==> src/rtl/branch_resolver.sv <==
// branch_resolver: in-order queue of branch predictions between IF and EX.
// Each EX pop checks the oldest record against the real outcome, sends a
// training pulse to the predictor and, on a mispredict, redirects fetch
// and empties the queue.
module branch_resolver #(
  parameter int DEPTH = 4
) (
  input  logic        clk,
  input  logic        rst_n,
  input  logic        rdy,
  input  logic        pr_valid,
  input  logic [31:0] pr_pc,
  input  logic        pr_taken,
  input  logic [31:0] pr_target,
  output logic        pr_ready,
  input  logic        ex_valid,
  input  logic        ex_is_br,
  input  logic        ex_taken,
  input  logic [31:0] ex_target,
  output logic [31:0] upd_addr,
  output logic        upd_jmp,
  output logic        upd_taken,
  output logic [31:0] upd_target,
  output logic        flush,
  output logic [31:0] redirect_pc,
  output logic [31:0] br_cnt,
  output logic [31:0] miss_cnt,
  output logic        err
);

  localparam int AW = (DEPTH > 1) ? $clog2(DEPTH) : 1;
  localparam logic [AW:0] CNT_FULL = (AW+1)'(DEPTH);

  // Record storage: data only, no reset needed.
  logic [31:0] pc_mem [DEPTH];
  logic        tk_mem [DEPTH];
  logic [31:0] tg_mem [DEPTH];

  // Control state
  logic [AW-1:0] head_q, head_d;
  logic [AW-1:0] tail_q, tail_d;
  logic [AW:0]   count_q, count_d;
  logic          pr_ready_q;
  logic          err_q, err_d;

  // Output registers
  logic          upd_jmp_q, flush_q, upd_taken_q;
  logic [31:0]   upd_addr_q, upd_target_q, redirect_pc_q;
  logic [31:0]   br_cnt_q, miss_cnt_q;

  // Decoded events for this cycle
  logic          push, pop, br_pop, stale, mis, upd;
  logic [31:0]   hd_pc, hd_tg;
  logic          hd_tk;
  logic          eff_taken;

  assign hd_pc = pc_mem[head_q];
  assign hd_tk = tk_mem[head_q];
  assign hd_tg = tg_mem[head_q];

  // Classify the current cycle's push/pop and resolve the head record.
  always_comb begin
    eff_taken = ex_is_br & ex_taken;
    push      = pr_valid & rdy & pr_ready_q & ~flush_q;
    pop       = ex_valid & rdy & (count_q != '0);
    br_pop    = pop & ex_is_br;
    // A non-branch that the BTB predicted taken fetched down a bogus path.
    stale     = pop & ~ex_is_br & hd_tk;
    mis       = (br_pop & ((hd_tk != ex_taken) | (ex_taken & (hd_tg != ex_target)))) | stale;
    upd       = br_pop | stale;
  end

  // Next-state for pointers, occupancy and the sticky error flag.
  always_comb begin
    head_d  = head_q;
    tail_d  = tail_q;
    count_d = count_q;
    err_d   = err_q;
    if (mis) begin
      // Mispredict discards everything younger, including a same-cycle push.
      head_d  = tail_q;
      count_d = '0;
    end else begin
      if (push) tail_d = tail_q + 1'b1;
      if (pop)  head_d = head_q + 1'b1;
      if (push && !pop)      count_d = count_q + 1'b1;
      else if (pop && !push) count_d = count_q - 1'b1;
    end
    if (ex_valid && rdy && (count_q == '0)) err_d = 1'b1;
    if (pr_valid && rdy && !pr_ready_q)     err_d = 1'b1;
  end

  // Record write at tail; skipped when a mispredict kills the push.
  always_ff @(posedge clk) begin
    if (push && !mis) begin
      pc_mem[tail_q] <= pr_pc;
      tk_mem[tail_q] <= pr_taken;
      tg_mem[tail_q] <= pr_target;
    end
  end

  // Queue control state; pr_ready is derived from the next count so it is registered.
  always_ff @(posedge clk or negedge rst_n) begin
    if (!rst_n) begin
      head_q     <= '0;
      tail_q     <= '0;
      count_q    <= '0;
      pr_ready_q <= 1'b1;
      err_q      <= 1'b0;
    end else begin
      head_q     <= head_d;
      tail_q     <= tail_d;
      count_q    <= count_d;
      pr_ready_q <= (count_d != CNT_FULL);
      err_q      <= err_d;
    end
  end

  // One-cycle strobes; pop/mis are already gated by rdy so a stall drops them.
  always_ff @(posedge clk or negedge rst_n) begin
    if (!rst_n) begin
      upd_jmp_q <= 1'b0;
      flush_q   <= 1'b0;
    end else begin
      upd_jmp_q <= upd;
      flush_q   <= mis;
    end
  end

  // Update/redirect payload and counters; payload holds while strobes are low.
  always_ff @(posedge clk or negedge rst_n) begin
    if (!rst_n) begin
      upd_addr_q    <= '0;
      upd_taken_q   <= 1'b0;
      upd_target_q  <= '0;
      redirect_pc_q <= '0;
      br_cnt_q      <= '0;
      miss_cnt_q    <= '0;
    end else begin
      if (upd) begin
        upd_addr_q   <= hd_pc;
        upd_taken_q  <= eff_taken;
        upd_target_q <= ex_target;
        br_cnt_q     <= br_cnt_q + 32'd1;
      end
      if (mis) begin
        redirect_pc_q <= eff_taken ? ex_target : (hd_pc + 32'd4);
        miss_cnt_q    <= miss_cnt_q + 32'd1;
      end
    end
  end

  assign pr_ready    = pr_ready_q;
  assign upd_addr    = upd_addr_q;
  assign upd_jmp     = upd_jmp_q;
  assign upd_taken   = upd_taken_q;
  assign upd_target  = upd_target_q;
  assign flush       = flush_q;
  assign redirect_pc = redirect_pc_q;
  assign br_cnt      = br_cnt_q;
  assign miss_cnt    = miss_cnt_q;
  assign err         = err_q;

endmodule

==> config.mk <==
export PLATFORM = sky130hd
export DESIGN_NAME = branch_resolver
export DESIGN_NICKNAME = d
export VERILOG_FILES = /design/src/rtl/branch_resolver.sv
export SDC_FILE = /design/constraint.sdc
export NUM_CORES = 1
export LEC_CHECK = 0
export ABC_AREA = 1
export BUFFER_PORTS_ARGS = -buffer_cell sky130_fd_sc_hd__buf_2
export CELL_PAD_IN_SITES_DETAIL_PLACEMENT = 2
export CELL_PAD_IN_SITES_GLOBAL_PLACEMENT = 2
export CORE_MARGIN = 3
export CORE_UTILIZATION = 33
export CTS_CLUSTER_DIAMETER = 150
export DETAILED_ROUTE_END_ITERATION = 8
export GPL_ROUTABILITY_DRIVEN = 0
export GPL_TIMING_DRIVEN = 0
export MAX_ROUTING_LAYER = met4
export PLACE_DENSITY = 0.81
export SLEW_MARGIN = 20
export SYNTH_ARGS = -nofsm -noshare
export SYNTH_HDL_FRONTEND = slang
export SYNTH_SLANG_ARGS = --single-unit
==> constraint.sdc <==
create_clock -name clk -period 5 [get_ports clk]
set_input_delay 0.5 -clock clk [delete_from_list [all_inputs] [get_ports clk]]
set_output_delay 0.5 -clock clk [all_outputs]
set_load 0.02 [all_outputs]
Yosys cells after proc, flatten, opt, wreduce, memory -nomap -nowiden
Memory sizes are Yosys's and may differ from the RTL's.
Cells that the tools add are included.
- logic and storage cells: 69
- output and inout port bits: 165
- memories kept: 3
- memory bits (writable): 260
- input bits: 104
- flip-flop bits (word level): 172
- memories (memory ; words ; width ; read ports ; clocked after memory_dff ; wr ports ; line ; RTL):
    pc_mem ; 4 ; 32 ; 1 ; 0 ; 1 ; 35 ; logic [31:0] pc_mem [DEPTH];
    tg_mem ; 4 ; 32 ; 1 ; 0 ; 1 ; 37 ; logic [31:0] tg_mem [DEPTH];
    tk_mem ; 4 ; 1 ; 1 ; 0 ; 1 ; 36 ; logic tk_mem [DEPTH];
- reduce and logical (&&, ||, !) cells: 16
- muxes and demuxes: 10
- bitwise gates (word level): 17
- add/subtract/negate cells: 7
- equal/unequal tests: 3
- operators with widths (operator ; count):
    $add 32x1->32 const B ; 2
    $add 32x3->32 const B ; 1
    $mux 32 ; 1
    $ne 32x32->1 ; 1
    $and 1x1->1 ; 11
    $mux 3 ; 3
    $logic_and 1x1->1 ; 7
    $add 2x1->2 const B ; 2
    $logic_not 1->1 ; 4
    $mux 1 ; 4
    $mux 2 ; 2
    $reduce_bool 2->1 ; 2
    $add 3x1->3 const B ; 1
    $logic_not 3->1 ; 1
    $ne 3x3->1 const B ; 1
    $not 1->1 ; 3
    $or 1x1->1 ; 3
    $reduce_bool 3->1 ; 1
    $sub 3x1->3 const B ; 1
    $reduce_and 2->1 ; 1
    $ne 1x1->1 ; 1

Depth between registers and ports, before layout
An unclocked memory read counts as a cell.
- word-level depth: 10
- gate-level depth with buffers: 21
- mapped depth without buffers: 18

Least setup slack after synthesis
OpenSTA, ideal clock, no wires.
- path type: flip-flop to flip-flop
- from: reg head_q[0]
- to: mem pc_mem[0][0] (enable)
- arrival: 4334 ps
- period minus slack after synthesis: 4810 ps
- data required time: 4523 ps
- path slack: 190 ps
- cell stages (with the launch flop): 16
- path buffers: 5
- setup time: 477 ps
- cell sequence: dfrtp_1 buf_6 buf_6 buf_4 nand2_1 nand3_1 nand2_1 xor2_1 nand3_1 nor2_1 nand3_1 nand2_1 nand2_2 buf_6 buf_6 nor3b_2
- cells in the longest elaborated chain, start to end: 10
- elaborated cells between the ends (all ways): 13
- those cells by class: 2 x eq/ne; 2 x mux; 5 x bitwise; 2 x reduce/logical; 2 x memory
- ends and longest elaborated chain (element ; line ; RTL):
    start: declaration ; 40 ; logic [AW-1:0] head_q, head_d;
    start signal: assignment ; 105 ; head_q <= '0;
    start signal: assignment ; 111 ; head_q <= head_d;
    $mem_v2 4x32 ; n/a ;
    $ne 32x32->1 ; 69 ; mis = (br_pop & ((hd_tk != ex_taken) | (ex_taken & (hd_tg != ex_target)))) | stale;
    $and 1x1->1 ; 69 ;
    $or 1x1->1 ; 69 ;
    $and 1x1->1 ; 69 ;
    $or 1x1->1 * ; 69 ;
    $logic_not 1->1 * ; 95 ; if (push && !mis) begin
    $logic_and 1x1->1 * ; 95 ;
    $mux 1 * ; 95 ;
    $mux 1 (implied by the code) * ; 96 ; pc_mem[tail_q] <= pr_pc;
    end: declaration ; 35 ;
Every way passes the cells marked *; elsewhere a longest branch is shown, timed or not.

Worst setup path after layout
- from: reg head_q[1]
- to: mem pc_mem[3][21] (enable)
Same word-level chain as after synthesis.

==> flow_summary.ini <==
[run_status]
outcome = completed

[timing]
fmax_ghz = 0.233
tightest_slew_ns = 0.832
finalSetupViolCount = 0
grt_setup_unrepaired = false
slew_violations = 0
skew_ns = 0.0193
maxSlewHeadroom = 0.445
post-route-period-util = 0.859
min_period_ns = 4.30
final_hold_viol_count = 0
whs_ns = 0.107

[synthesis]
syn_avg_cell_area_um2 = 9.90
syn_inst = 1968
synth_edf_count = 260
synth_top_area_frac = 0.401
yosys-top-cells-area = edfxtp_1 (40%), dfrtp_1 (22%), nand2_1 (14%), nand3_1 (4.4%), xor2_1 (2.7%)
synth-seq-cells = 432
ys.flop_type = edfxtp_1
ys_warn_count = 0
synthesis.nets = 2082
async_reset_ff_frac = 0.398
yosysSeqAreaShare = 0.622
synth_area_leader_cell = edfxtp_1
syn_area_um2 = 19500
ys_types = 45

[global_routing]
grt_pass1_vias = 17800
grtUsageTotal = 0.250
grt_max_degree = 73
grt_pass1_wl_um = 114000
grt_antenna_before_repair = 10
globalRouteOverflowTotal = 0

[clock_tree]
root_buffer = clkbuf_16
h-tree-depth = 2
cts_made_buffers = 48
cts_resized = 0
clk_latency_ns = 0.61
clk_pin_slew_ns = 0.06
cts_tree = built
numClockSinks = 432
clockBufferDepth = 3

[setup_path]
worst_setup_path_end_kind = register
cp_slowest_stage_delay_ns = 0.61
critPathLaunchType = register
crit_arrival_ns = 4.60
critical_path_buf_inv_count = 8
worstPathRequired_ns = 5.30
crit_slowest_cell = nor3b_4
path_max_fanout = 12
cp_top_family = buffers and inverters
path_class = reg2reg
crit_chain = buf_4 > inv_2 > buf_2 > nand3_1 > nand2_1 > xor2_1 > nand3_1 > nor2_1 > nand3_1 > nand2_1 > nand2_2 > buf_6 > buf_6 > nor3b_4 > buf_6 > buf_6 > buf_8
crit_top_cell = buf_6

[final_layout]
regArea_um2 = 12100
final_core_util = 0.410
fin_nets = 2427
multi_input_area_um2 = 6390
areaGrowthSynthToFinish_pct = 22.1
final_cells = 3125
layout-drive-gt1-share = 0.203
fillCellCount = 6205
final_cell_area_um2 = 23800

[pwr]
pwr_density_cell_nw_per_um2 = 602
leakagePower_nw = 10.4
max-vdd-ir-drop_mv = 0.335
power.total_mw = 14.3

[drt]
wire_per_inst_um = 24.3
drt-vias-per-instance = 5.13
ant_nets = 0
wl_um = 76100
vias = 16000
route.detailed.drc = 0
initialDrtViolationCount = 1107
drtPass1Iterations = 5

[floorplan]
rows = 88
die_height_um = 249
initial_core_util = 0.336
io_pins = 269
die_w_um = 249
coreArea_um2 = 58000
dieArea_um2 = 62000

[hold_path]
hold_class = in2reg

[run]
maxCapViolations = 0

[placement]
io_buffers = 268
dp_hpwl_um = 57600
placed_cell_area_um2 = 22200
dpl.cell_count = 3027
## area by class of cell
cell class	instances	area share
Clock inverter	22	0.00942
Sequential cell	432	0.509
Antenna cell	7	0.000736
Buffer	79	0.0235
Multi-Input combinational cell	1341	0.269
Inverter	116	0.0185
Timing Repair Buffer	295	0.0734
Tap cell	765	0.0402
Clock buffer	68	0.0562
## worst register-to-register path: cells and delay by family (launching register included)
kind | cells | cell delay [ns]
DFF | 1 | 0.36
and+or+nand+nor | 8 | 1.58
buffers and inverters | 8 | 1.74
xor gates and xnor gates | 1 | 0.30
## power by group
| part | switching (mW) | internal (mW) |
|---|---|---|
| Sequential | 0.548 | 4.52 |
| Clock | 1.53 | 2.03 |
| Combinational | 4.06 | 1.64 |
| Total | 6.14 | 8.19 |
## cells by family (layout without fill, tap and decap cells)
group	Yosys count	after routing	synth area share
other cells	0	7	0
flops	432	432	0.622
compound gates	161	161	0.0453
buf+inv	195	580	0.0513
fa+ha+maj	10	10	0.00642
xor+xnor	79	79	0.0355
mux	2	2	0.00103
simple gates	1089	1089	0.239
## layout by cell type (no fill, tap or decap), types with 3 or more instances in the layout
cell | synthesis | routed
a21oi_1 | 10 | 10
nand3b_1 | 8 | 8
nand3_1 | 173 | 173
buf_2 | 27 | 294
o21ai_1 | 26 | 26
nand2_1 | 702 | 702
nor2_4 | 3 | 3
o22ai_1 | 4 | 4
nor3_2 | 6 | 6
bufinv_16 | 0 | 3
buf_6 | 21 | 29
buf_8 | 1 | 18
nand2_2 | 10 | 10
o21ai_0 | 100 | 100
inv_1 | 111 | 111
nor2_1 | 100 | 100
xnor2_1 | 20 | 20
diode_2 | 0 | 7
xor2_1 | 59 | 59
clkbuf_16 | 0 | 48
clkbuf_8 | 0 | 6
clkinv_1 | 0 | 3
nor2_2 | 10 | 10
nor4_1 | 10 | 10
inv_2 | 4 | 4
o211ai_1 | 12 | 12
buf_4 | 16 | 16
clkinvlp_4 | 0 | 5
nand4_1 | 18 | 18
clkbuf_1 | 14 | 28
edfxtp_1 | 260 | 260
dfrtp_1 | 171 | 171
nor3b_4 | 0 | 4
nor3_1 | 37 | 37
ha_1 | 10 | 10
clkinv_2 | 0 | 8
## synthesized netlist by cell type (3+ instances only)
master / number
nor4_1: 10
clkbuf_1: 14
nand2_1: 702
a21oi_1: 10
nand3b_1: 8
xor2_1: 59
buf_2: 27
nor2_1: 100
dfrtp_1: 171
nor2_4: 3
buf_6: 21
edfxtp_1: 260
buf_4: 16
nor3b_2: 4
inv_1: 111
nor2_2: 10
o211ai_1: 12
o22ai_1: 4
ha_1: 10
inv_2: 4
nor3_1: 37
xnor2_1: 20
o21ai_0: 100
nand4_1: 18
nand3_1: 173
o21ai_1: 26
nor3_2: 6
nand2_2: 10
## per-stage QoR
stage	setup slack, ns	setup TNS [ns]
floorplan	0.190	0
global placement	-3.04	-764.02
detailed placement	0.805	0
CTS	0.707	0
global route	0.494	0
finish	0.705	0
## timing repair
item | CTS | global route
hold endpoints to repair | 34 | 0
setup buffers | 0 | 0
hold buffers | 1 | 0
## final timing paths
check | startpoint | to | slack [ns] | depth (start not counted)
max in group asynchronous | rst_n | upd_target[25] | 3.56 | 4
setup / recovery | head_q[1] | pc_mem[3][21] | 0.70 | 17
hold reg to reg | br_cnt[31] | br_cnt[31] | 0.47 | 1
setup reg to reg | head_q[1] | pc_mem[3][21] | 0.70 | 17
hold / removal | pr_target[6] | tg_mem[0][6] | 0.11 | 1
min in group asynchronous | rst_n | br_cnt[19] | 0.38 | 2
## per-layer routing
metal	wire length, um	GRT usage	part of all wire	vias to the layer above
met5	0	-	0	-
met4	2300	0.0757	0.030	0
met3	4820	0.0592	0.063	140
met2	37300	0.413	0.49	469
met1	31700	0.304	0.42	8175
li1	-	-	-	7260
## registers in the layout, indices dropped and copies added, names as in the netlist, 2 cells and up
| signal | count |
|---|---|
| br_cnt | 32 |
| count_q | 3 |
| head_q | 2 |
| miss_cnt | 32 |
| pc_mem | 128 |
| redirect_pc | 32 |
| tail_q | 2 |
| tg_mem | 128 |
| tk_mem | 4 |
| upd_addr | 32 |
| upd_target | 32 |
Power figures use the tool's default switching activity.
